<file path="config.mk">
export PLATFORM = sky130hd
export DESIGN_NAME = wb_burst_master
export DESIGN_NICKNAME = d
export VERILOG_FILES = /design/src/rtl/wb_master_pkg.sv /design/src/rtl/wb_ack_timer.sv /design/src/rtl/wb_burst_master.sv
export SDC_FILE = /design/constraint.sdc
export NUM_CORES = 1
export LEC_CHECK = 0
export CORE_AREA = 2 2 105 107
export CTS_CLUSTER_SIZE = 24
export DETAILED_ROUTE_END_ITERATION = 16
export DIE_AREA = 0 0 107 109
export GPL_ROUTABILITY_DRIVEN = 1
export PLACE_DENSITY = 0.77
export SLEW_MARGIN = 40
export SYNTH_ARGS = -nofsm -noshare
export SYNTH_HDL_FRONTEND = slang
export SYNTH_HIERARCHICAL = 1
export SYNTH_SLANG_ARGS = --single-unit
</file>
<file path="constraint.sdc">
create_clock -name sys_clk -period 2.4 [get_ports sys_clk]
set_clock_uncertainty 0.15 [all_clocks]
set_input_delay 0.48 -clock sys_clk [delete_from_list [all_inputs] [get_ports sys_clk]]
set_output_delay 0.48 -clock sys_clk [all_outputs]
set_load 0.05 [all_outputs]
</file>
<file path="src/rtl/wb_master_pkg.sv">
// Shared types and constants for the Wishbone burst master: FSM states,
// cycle-type identifiers and the beat-counter width.
package wb_master_pkg;

    typedef enum logic [1:0] {
        ST_IDLE,
        ST_XFER,
        ST_WSTALL,
        ST_DONE
    } state_t;

    localparam logic [2:0] CTI_CLASSIC = 3'b000;
    localparam logic [2:0] CTI_INCR    = 3'b010;
    localparam logic [2:0] CTI_EOB     = 3'b111;

    localparam int BEAT_W = 8;

    // A zero-length request still moves one beat.
    function automatic logic [BEAT_W-1:0] norm_len(input logic [BEAT_W-1:0] len);
        return (len == '0) ? BEAT_W'(1) : len;
    endfunction

endpackage

</file>
<file path="src/rtl/wb_ack_timer.sv">
// Ack-timeout counter: counts enabled cycles and flags the cycle whose
// increment would reach 2**TMO_W-1, so the caller can abort on that edge.
module wb_ack_timer #(
    parameter int TMO_W = 10
) (
    input  logic i_clk,
    input  logic i_reset,
    input  logic i_clear,
    input  logic i_enable,
    output logic o_expired
);

    localparam logic [TMO_W-1:0] LIMIT_M1 = TMO_W'((2 ** TMO_W) - 2);

    logic [TMO_W-1:0] r_count;

    // NOTE: sequential state uses non-blocking assignments so every register
    // samples pre-edge values regardless of block evaluation order.
    always_ff @(posedge i_clk) begin
        if (i_reset || i_clear) begin
            r_count <= '0;
        end else if (i_enable) begin
            r_count <= r_count + TMO_W'(1);
        end
    end

    assign o_expired = i_enable && (r_count == LIMIT_M1);

endmodule

</file>
<file path="src/rtl/wb_burst_master.sv">
// Wishbone incrementing-burst master: turns one command into cmd_len beats,
// streams write data in / read data out, and aborts on an ack timeout.
module wb_burst_master
    import wb_master_pkg::*;
#(
    parameter int dw     = 32,
    parameter int APP_AW = 26,
    parameter int TMO_W  = 10
) (
    input  logic                sys_clk,
    input  logic                reset,
    input  logic                cmd_valid,
    output logic                cmd_ready,
    input  logic [APP_AW-1:0]   cmd_addr,
    input  logic                cmd_we,
    input  logic [BEAT_W-1:0]   cmd_len,
    input  logic                wr_valid,
    output logic                wr_ready,
    input  logic [dw-1:0]       wr_data,
    input  logic [dw/8-1:0]     wr_sel,
    output logic                rd_valid,
    output logic [dw-1:0]       rd_data,
    output logic                rd_last,
    output logic                wb_cyc_o,
    output logic                wb_stb_o,
    output logic                wb_we_o,
    output logic [APP_AW-1:0]   wb_addr_o,
    output logic [dw-1:0]       wb_dat_o,
    output logic [dw/8-1:0]     wb_sel_o,
    output logic [2:0]          wb_cti_o,
    input  logic                wb_ack_i,
    input  logic [dw-1:0]       wb_dat_i,
    output logic                busy,
    output logic                err
);

    localparam logic [APP_AW-1:0] ADDR_STEP = APP_AW'(dw / 8);

    state_t              r_state;
    state_t              w_next;
    logic [APP_AW-1:0]   r_addr;
    logic                r_we;
    logic [BEAT_W-1:0]   r_len;
    logic [BEAT_W-1:0]   r_beat;
    logic                r_err;

    logic w_in_xfer, w_stall, w_stb, w_beat_done, w_last;
    logic w_accept, w_expired, w_timeout;

    assign w_in_xfer   = (r_state == ST_XFER);
    assign w_last      = (r_beat == r_len - BEAT_W'(1));
    // Strobe is withheld while write data is missing so no beat is acked with stale data.
    assign w_stall     = w_in_xfer && r_we && !wr_valid;
    assign w_stb       = w_in_xfer && !w_stall;
    assign w_beat_done = w_stb && wb_ack_i;
    assign w_accept    = (r_state == ST_IDLE) && cmd_valid;

    wb_ack_timer #(.TMO_W(TMO_W)) u_ack_timer (
        .i_clk     (sys_clk),
        .i_reset   (reset),
        .i_clear   (w_accept || w_beat_done),
        .i_enable  (w_in_xfer && !wb_ack_i),
        .o_expired (w_expired)
    );

    always_ff @(posedge sys_clk) begin
        if (reset) begin
            r_state <= ST_IDLE;
        end else begin
            r_state <= w_next;
        end
    end

    // NOTE: every signal driven here gets a default first, so no path can
    // leave one unassigned and infer a latch.
    always_comb begin
        w_next    = r_state;
        w_timeout = 1'b0;
        cmd_ready = 1'b0;
        busy      = 1'b0;
        wb_cyc_o  = 1'b0;
        wb_cti_o  = CTI_CLASSIC;
        case (r_state)
            ST_IDLE: begin
                cmd_ready = !reset;
                if (cmd_valid) w_next = ST_XFER;
            end
            ST_XFER: begin
                busy     = 1'b1;
                wb_cyc_o = 1'b1;
                wb_cti_o = w_last ? CTI_EOB : CTI_INCR;
                if (w_beat_done) begin
                    if (w_last) w_next = ST_DONE;
                end else if (w_expired) begin
                    w_next    = ST_DONE;
                    w_timeout = 1'b1;
                end else if (w_stall) begin
                    w_next = ST_WSTALL;
                end
            end
            ST_WSTALL: begin
                busy     = 1'b1;
                wb_cyc_o = 1'b1;
                if (wr_valid) w_next = ST_XFER;
            end
            ST_DONE: w_next = ST_IDLE;
            default: w_next = ST_IDLE;
        endcase
    end

    always_ff @(posedge sys_clk) begin
        if (reset) begin
            r_addr <= '0;
            r_we   <= 1'b0;
            r_len  <= '0;
            r_beat <= '0;
            r_err  <= 1'b0;
        end else begin
            r_err <= w_timeout;
            if (w_accept) begin
                r_addr <= cmd_addr;
                r_we   <= cmd_we;
                r_len  <= norm_len(cmd_len);
                r_beat <= '0;
            end else if (w_beat_done) begin
                r_addr <= r_addr + ADDR_STEP;
                r_beat <= r_beat + BEAT_W'(1);
            end
        end
    end

    assign wb_stb_o  = w_stb;
    assign wb_we_o   = busy && r_we;
    assign wb_addr_o = r_addr;
    assign wb_dat_o  = wb_we_o ? wr_data : '0;
    assign wb_sel_o  = wb_we_o ? wr_sel : '0;
    assign wr_ready  = w_beat_done && r_we;
    assign rd_valid  = w_beat_done && !r_we;
    assign rd_data   = rd_valid ? wb_dat_i : '0;
    assign rd_last   = rd_valid && w_last;
    assign err       = r_err;

endmodule

</file>
* Word level (Yosys, flattened, before mapping)
Cells that the tools add are included.
** Word-level totals
- Flip-flop bits (word level) :: 56
- Input bits :: 108
- Output and inout port bits :: 106
- Logic and storage cells :: 64
** Operators by class
- $add $sub $neg :: 4
- Equal/unequal tests :: 9
- Mux-type cells :: 18
- Bitwise gates (word level) :: 1
- Reductions and logical operators :: 25
** Operators by type and width (number)
- two-way mux 32 bit :: 2
- two-way mux 26 bit :: 2
- adder 26 x 3 -> 26 bit, second input constant :: 1
- two-way mux 2 bit :: 6
- logical AND 1 bit :: 11
- adder 10 x 1 -> 10 bit, second input constant :: 1
- == test 10 bit, second input constant :: 1
- adder 8 x 1 -> 8 bit, second input constant :: 1
- == test 8 bit :: 1
- zero test 8 bit :: 1
- two-way mux 8 bit :: 1
- one-hot mux 2 bit (4 select lines) :: 1
- subtractor 8 x 1 -> 8 bit, second input constant :: 1
- two-way mux 3 bit :: 2
- zero test 1 bit :: 5
- == test 2 bit, second input constant :: 2
- two-way mux 4 bit :: 1
- != test 2 bit, second input constant :: 2
- != test 4 x 1 -> 1 bit, second input constant :: 1
- AND reduction 4 bit :: 1
- OR reduction 2 bit :: 2
- two-way mux 1 bit :: 3
- != test 3 x 2 -> 1 bit, second input constant :: 1
- OR reduction 3 bit :: 1
- other kinds (5) :: 6

* Logic depth before layout (Yosys ltp)
Gate-level depths: netlist (run 1).
- Depth in word-level cells :: 8
- Depth in mapped cells :: 10
- Mapped depth without buffers :: 9

* Modules after synthesis
Netlist (run 1), hierarchy kept.
** By module, submodules not included
- wb_burst_master :: instances 1, cells each 401, area each 3060.4 µm², seq. area each 920.9 µm²
- wb_ack_timer :: instances 1, cells each 55, area each 473.0 µm², seq. area each 200.2 µm²

* Worst setup path after synthesis (run 1)
OpenSTA, ideal clock, no wires.
- Path type :: register -> output
- Start point :: register r_state[1]
- End point :: output port rd_data[22]
- Arrival :: 2.720 ns
- Data required time :: 1.770 ns
- Slack :: -0.950 ns
- Stages on the path, launching flop included :: 8
- Path buffers :: 1
- Cells stage by stage :: dfxtp_1 -> inv_1 -> ha_1 -> and2_1 -> nand2_1 -> nor2_1 -> clkbuf_1 -> and2_1
** On the way
- Longest elaborated chain between the ends :: 8
** Ends and longest elaborated chain
- start, declared :: RTL line wb_burst_master.sv:39 : state_t r_state;
- start signal, assigned :: RTL line wb_burst_master.sv:70 : r_state <= w_next;
- == test 2 x 1 -> 1 bit (*) :: RTL line wb_burst_master.sv:50 : assign w_in_xfer = (r_state == ST_XFER);
- net w_in_xfer :: RTL line wb_burst_master.sv:47 : logic w_in_xfer, w_stall, w_stb, w_beat_done, w_last;
- logical AND 1 bit (2 in a row) :: RTL line wb_burst_master.sv:53 : assign w_stall = w_in_xfer && r_we && !wr_valid;
- zero test 1 bit :: RTL line wb_burst_master.sv:54 : assign w_stb = w_in_xfer && !w_stall;
- logical AND 1 bit (*) :: RTL line wb_burst_master.sv:54
- net wb_stb_o :: RTL line wb_burst_master.sv:25 : output logic wb_stb_o,
- logical AND 1 bit (*) :: RTL line wb_burst_master.sv:55 : assign w_beat_done = w_stb && wb_ack_i;
- logical AND 1 bit (*) :: RTL line wb_burst_master.sv:138 : assign rd_valid = w_beat_done && !r_we;
- net rd_valid :: RTL line wb_burst_master.sv:21 : output logic rd_valid,
- two-way mux 32 bit (*) :: RTL line wb_burst_master.sv:139 : assign rd_data = rd_valid ? wb_dat_i : '0;
- end, declared :: RTL line wb_burst_master.sv:22 : output logic [dw-1:0] rd_data,
Mark *: on every way through the listed nets, which the timed path passes. The rest lies on a longest branch.

* Worst setup path in the final report (run 1)
- Start point :: register r_len[0]
- End point :: output port wb_cti_o[2]
** On the way
- Longest elaborated chain between the ends :: 4
** Ends and longest elaborated chain
- start, declared :: RTL line wb_burst_master.sv:43 : logic [BEAT_W-1:0] r_len;
- start signal, assigned :: RTL line wb_burst_master.sv:123 : r_len <= norm_len(cmd_len);
- subtractor 8 x 1 -> 8 bit :: RTL line wb_burst_master.sv:51 : assign w_last = (r_beat == r_len - BEAT_W'(1));
- == test 8 bit :: RTL line wb_burst_master.sv:51
- two-way mux 3 bit :: RTL line wb_burst_master.sv:91 : wb_cti_o = w_last ? CTI_EOB : CTI_INCR;
- two-way mux 3 bit :: RTL line wb_burst_master.sv:83 : case (r_state)
- end, declared :: RTL line wb_burst_master.sv:30 : output logic [2:0] wb_cti_o,
No other way between the ends.

==> flow_summary_export.csv, run 1 <==
group,metric,value,unit
timing,worst_slew_margin_rel,63.9,%
setup_path,critPathCaptureType,"output pin",
timing,timing.final.crit_share,120,%
routing,firstDrtPassIters,4,
yosys,ys.warnings.count,6,
setup_path,path_max_fanout,6,
setup_path,criticalPathCategory,"register to output pin",
yosys,synth_area_leaders,"dfxtp_1, and3_1, and2_1, xnor2_1, nor2_1",
setup_path,start_kind,"register",
routing,wirelength_met1,5.31,mm
status,run_status,"finished with violations",
cts,cts.hold.buffers_added,0,
routing,final_antenna_net_count,0,
yosys,synth_area_leader_cell,"dfxtp_1",
floorplan,fp.dieW,107,microns
cts,cts-htree-levels,2,
timing,min_period,2.88,ns
timing,worst_pin_slew,0.539,ns
power,power.total,4.07,mW
power,power.density,566,mW/mm^2
timing,layout_setup_ws,-0.476,ns
setup_path,timing.critical_path.required,1.77,ns
place,place_congestion,0.825,
cts,worst_skew_pair.late_latency,0.31,ns
routing,met3_length,1.03,mm
setup_path,slowest_stage,"a2111oi_2",
timing,fmax,0.348,GHz
finish,final_net_count,807,
floorplan,pin_count,214,
floorplan,die_y,109,microns
setup_path,timing.critical_path.arrival,2.25,ns
yosys,synth.mux.area_fraction,0.850,%
setup_path,timing.critical_path.cells,"inv_4 -> ha_4 -> buf_6 -> buf_6 -> xnor2_2 -> nand4_1 -> a2111oi_2 -> buf_4 -> and2_4 -> buf_12",
timing,slew_viol_final,0,
yosys,synth_top_family_by_area,"simple AND/OR/NAND/NOR gates",
yosys,synthDominantCellAreaShare,31.7,%
cts,clkSinkCount,56,
yosys,syn-num-nets,574,
yosys,async_flop_share,0,%
yosys,yosysUniqueCellTypes,46,
yosys,yosys.area_share.xor_xnor,9.42,%
floorplan,initial_core_util,33.3,%
hold_path,worst_hold_path_type,"register to register",
floorplan,core.rowCount,38,
timing,setup_viol_count_final,4,
setup_path,critPathMostFrequentCell,"buf_6",
timing,grt_setup_unrepaired,"true",
global_route,grt_max_degree,41,
timing,final-hold-violation-count,0,
yosys,synth_area_per_cell,7.75,sq um
routing,vias_per_cell,5.06,
status,violations,"setup timing",
routing,drc_errors,0,
global_route,via_count_of_the_first_global_routing_pass,4248,
floorplan,fp.dieArea,0.0117,sq mm
yosys,post_synth_most_frequent_cells,"dfxtp_1, nor2_1, nand2_1",
place,placed_cells,814,
finish,final-instance-count-excl-fill,832,
yosys,dominantRegCellSynth,"dfxtp_1",
place,detailedPlacementHpwl,10.4,mm
finish,fillerInstances,829,
global_route,antenna_found_initial,2,
timing,whs,0.311,ns
cts,cts_root_buffer,"clkbuf_8",
global_route,grt.total_usage,22.9,%
setup_path,critPathMaxStageDelay,0.40,ns
yosys,synth-seq-area-share,31.7,%
yosys,synthesis.instances,456,
place,port_buffers,213,
yosys,synth-edff-count,0,
yosys,fraction_of_the_mapped_netlist_area_in_compound_gates,12.7,%
finish,area_delta_synth_final,103,%
setup_path,timing.critical_path.max_delay_family,"buffers and inverters",
routing,top_layer_used,"met4",
routing,postRouteWirelength,13.7,mm
cts,tritoncts,"built",
routing,detail_route.iter0.violations,248,
yosys,post_synth_simple_gate_area,35.8,%
yosys,netlist_area,0.00353,sq mm
finish,drive_gt1_share,28.7,%
global_route,grt_first_pass_wirelength,21.3,mm
global_route,total_congestion_overflow,0,
cts,cts_buffer_depth,2,
yosys,yosys.area_share.adder,3.54,%
floorplan,core_area,0.0106,sq mm
job,maxCapViolations,0,
setup_path,critical_path_buf_inv_count,5,
routing,routedWlPerCell,16.4,microns
routing,dr_wl_met2,7.05,mm
cts,cts.reportedPaths.clkPinSlew,0.10,ns
power,vdd_ir_drop_max,0.000399,V
cts,cts_inserted_buffers,5,
yosys,library_cell_with_the_highest_instance_count_after_synthesis,"dfxtp_1",
yosys,synth-seq-cells,56,
routing,route.vias.total,4208,
power,p_leak,2.84,nW
-- layout by cell type (no fill, tap or decap), types with 20 or more instances in the layout --
cell             instances
clkdlybuf4s50_1        132
buf_12                  80
dfxtp_1                 52
nor2_1                  47
nand2_1                 41
buf_4                   41
and3_1                  38
and2_4                  34
a211oi_1                23
xnor2_1                 20
-- what timing repair did --
item | 4_1_cts | 5_1_grt
pin swaps | 19 | 4
buffers inserted | 4 | 4
setup endpoints to repair | 38 | 75
gates resized for setup | 22 | 10
gates cloned | 1 | 1
-- tightest hold or removal path: cells and delay by family, from the launching register on --
kind             cells  cell delay [ns]
AO/OA/AOI/OAI        1             0.05
AND/OR/NAND/NOR      1             0.05
flip-flops           1             0.32
-- stage by stage --
stage / setup WS (ns) / cell area, sq um / util, % / setup TNS (ns)
after floorplan: -0.327 / 3660 / - / -0.766
after global routing: -0.600 / 7190 / 67.8 / -2.29
after global placement: -0.219 / 6880 / 64.9 / -9.16
after CTS: -0.481 / 7100 / 67.0 / -1.81
final: -0.476 / 7190 / 67.8 / -1.48
after detailed placement: -0.324 / 6880 / 64.9 / -14.23
-- cell type report --
cell class,count,area (sq um),share of cell area (%)
multi-input cells,351,2400,33.4
clock buffers,6,82.6,1.15
inverters,16,65.1,0.905
diodes,2,5.00,0.0696
flip-flops and latches,56,1130,15.7
clock inverters,2,13.8,0.191
repair buffers,259,3310,46.1
well taps,140,175,2.44
-- where the power goes --
| group | switching (mW) | internal (mW) |
|---|---|---|
| clock network | 0.321 | 0.235 |
| registers | 0.119 | 1.03 |
| logic | 1.26 | 1.10 |
| total | 1.70 | 2.37 |
-- metal layers --
layer  GRT usage [%]  up-vias
met4            7.88        0
met1            24.8     1982
met2            42.8      165
met5               0        -
met3            6.28       22
li1                -     2039
-- kinds of logic (layout without fill, tap and decap cells) --
kind of cell             after synthesis  after routing
other                                  0              2
adder cells (fa/ha/maj)               10             10
AO/OA/AOI/OAI                         65             65
buffers and inverters                 49            283
flip-flops                            56             56
XOR/XNOR                              38             38
AND/OR/NAND/NOR                      235            235
multiplexers                           3              3
-- state kept, by name, indices dropped and copies added, names as in the netlist --
name                 flops
r_beat                   8
r_we                     1
wb_addr_o               26
r_len                    8
r_state                  2
err                      1
u_ack_timer/r_count     10
-- path summary, 6_finish.rpt --
kind                              from                        end  slack (ns)  cells after the start
max              r_len[0]$_SDFFE_PP0P_                wb_cti_o[2]       -0.48                     10
max reg2reg      r_len[0]$_SDFFE_PP0P_    r_state[1]$_SDFFE_PP0P_       -0.06                     12
min reg2reg  wb_addr_o[0]$_SDFFE_PP0P_  wb_addr_o[0]$_SDFFE_PP0P_        0.31                      2
min          wb_addr_o[0]$_SDFFE_PP0P_  wb_addr_o[0]$_SDFFE_PP0P_        0.31                      2
(Power assumes the default switching activity.)
==> run 2: changes to the inputs <==
- CORE_AREA: 2 2 105 107 -> 2 2 95 119
- DIE_AREA: 0 0 107 109 -> 0 0 97 121
- PLACE_DENSITY: 0.77 -> 0.76
==> flow_summary_export.csv, run 2 (same netlist as run 1, synthesis figures left out) <==
group,metric,value,unit
power,vdd_ir_drop_max,0.000465,V
routing,routedWlPerCell,16.6,microns
floorplan,fp.dieW,97,microns
place,pre_cts_slack,-0.275,ns
cts,tritoncts,"built",
cts,cts-htree-levels,2,
global_route,antenna_found_initial,1,
finish,layout_commonest_cell,"clkdlybuf4s50_1",
setup_path,start_kind,"register",
cts,clkSinkCount,56,
routing,final_antenna_net_count,0,
setup_path,r2r_cells,10,
timing,min_period,2.89,ns
cts,cts_root_buffer,"clkbuf_16",
hold_path,worst_hold_path_type,"register to register",
timing,setup_viol_count_final,3,
place,place_congestion,0.907,
power,power.density,591,mW/mm^2
timing,timing.final.crit_share,120,%
routing,detail_route.iter0.violations,208,
setup_path,timing.critical_path.arrival,2.26,ns
status,run_status,"finished with violations",
setup_path,timing.critical_path.from,"r_len[1]$_SDFFE_PP0P_",
timing,worst_slew_margin_rel,65.4,%
finish,area_delta_synth_final,108,%
setup_path,regToRegStartpoint,"r_len[1]$_SDFFE_PP0P_",
global_route,via_count_of_the_first_global_routing_pass,4214,
global_route,grt.total_usage,21.8,%
timing,layout_setup_ws,-0.491,ns
routing,vias_per_cell,5.11,
finish,top_library_cells_by_usage_in_the_layout_fill_and_taps_aside,"clkdlybuf4s50_1, buf_12, dfxtp_1",
timing,slew_viol_final,0,
setup_path,timing.critical_path.required,1.77,ns
global_route,grt_first_pass_wirelength,21.2,mm
finish,fillerInstances,800,
setup_path,criticalPathCategory,"register to output pin",
routing,postRouteWirelength,13.7,mm
setup_path,critPathCaptureType,"output pin",
setup_path,worstReg2RegEnd,"r_state[0]$_SDFFE_PP0P_",
hold_path,worst_hold_path.num_cells,2,
setup_path,r2r_slack,0.10,ns
floorplan,initial_core_util,33.5,%
hold_path,hold_path_startpoint,"wb_addr_o[0]$_SDFFE_PP0P_",
floorplan,fp.dieArea,0.0117,sq mm
global_route,grt_max_degree,41,
floorplan,core_area,0.0106,sq mm
timing,final-hold-violation-count,0,
floorplan,die_y,121,microns
setup_path,path_max_fanout,6,
power,p_leak,2.90,nW
place,detailedPlacementHpwl,10.2,mm
place,port_buffers,213,
routing,firstDrtPassIters,4,
floorplan,pin_count,214,
finish,largest_register_ffs,26,
global_route,total_congestion_overflow,0,
timing,tns,-1.47,ns
floorplan,core.rowCount,42,
hold_path,worst_hold_path.endpoint,"wb_addr_o[0]$_SDFFE_PP0P_",
cts,cts_buffer_depth,2,
status,violations,"setup timing",
timing,grt_setup_unrepaired,"true",
cts,cts_inserted_buffers,5,
timing,worst_pin_slew,0.517,ns
timing,fmax,0.346,GHz
finish,final_net_count,810,
routing,route.vias.total,4221,
finish,drive_gt1_share,28.9,%
routing,drc_errors,0,
job,maxCapViolations,0,
cts,cts.reportedPaths.clkPinSlew,0.08,ns
cts,worst_skew_pair.late_latency,0.30,ns
run 2: worst max-delay path by stage:
stage / end / slack (ns) / depth (start not counted)
2_1_floorplan: wb_cti_o[2] / -0.33 / 9
3_3_place_gp: rd_data[0] / -0.21 / 8
3_5_place_dp: wb_cti_o[2] / -0.28 / 8
4_1_cts: wb_cti_o[2] / -0.48 / 8
5_1_grt: rd_last / -0.57 / 9
6_report: wb_cti_o[2] / -0.49 / 9
run 2: metal layers:
layer | track usage (%) | share of wire (%)
met5 | 0 | 0
met3 | 4.26 | 5.7
met4 | 6.43 | 1.6
met1 | 23.8 | 37
met2 | 42.1 | 56
run 2: per-stage QoR:
step	area (sq um)	power (mW)	instances	hold slack, ns	utilization, %
6_report	7340	4.34	826	0.315	69.5
5_1_grt	7340	4.51	826	0.343	69.5
4_1_cts	7200	4.23	820	0.319	68.2
3_5_place_dp	6870	3.38	806	0.307	65.1
3_3_place_gp	6870	3.33	806	0.294	65.1
2_1_floorplan	3660	2.39	456	0.294	-
run 2: critical path, cell delays in order (launching register included):
cell       delay (ns)
dfxtp_2          0.36
inv_2            0.05
ha_4             0.15
buf_4            0.15
o21ba_1          0.17
a221oi_1         0.32
a41oi_1          0.12
a2111oi_4        0.28
and2_4           0.24
buf_12           0.14
run 2: power by group:
group	total (mW)	internal, mW	leakage, nW	switching (mW)
Clock	0.755	0.397	0.0719	0.359
Sequential	1.15	1.03	0.461	0.117
Combinational	2.43	1.15	2.37	1.28
Total	4.34	2.58	2.90	1.75
run 2: layout make-up:
class / count / area (sq um) / area share, %
Timing Repair Buffer: 262 / 3410 / 46.5
Multi-Input combinational cell: 351 / 2410 / 32.9
Sequential cell: 56 / 1130 / 15.4
Tap cell: 132 / 165 / 2.25
Clock buffer: 5 / 125 / 1.71
Inverter: 16 / 62.6 / 0.853
Clock inverter: 3 / 27.5 / 0.375
Antenna cell: 1 / 2.50 / 0.0341
run 2: repair_timing:
action	CTS	global route
resized for setup	24	6
pin swaps	16	23
gates cloned	2	3
endpoints found under the setup margin	39	74
buffers inserted	4	3
hold buffers	0	0
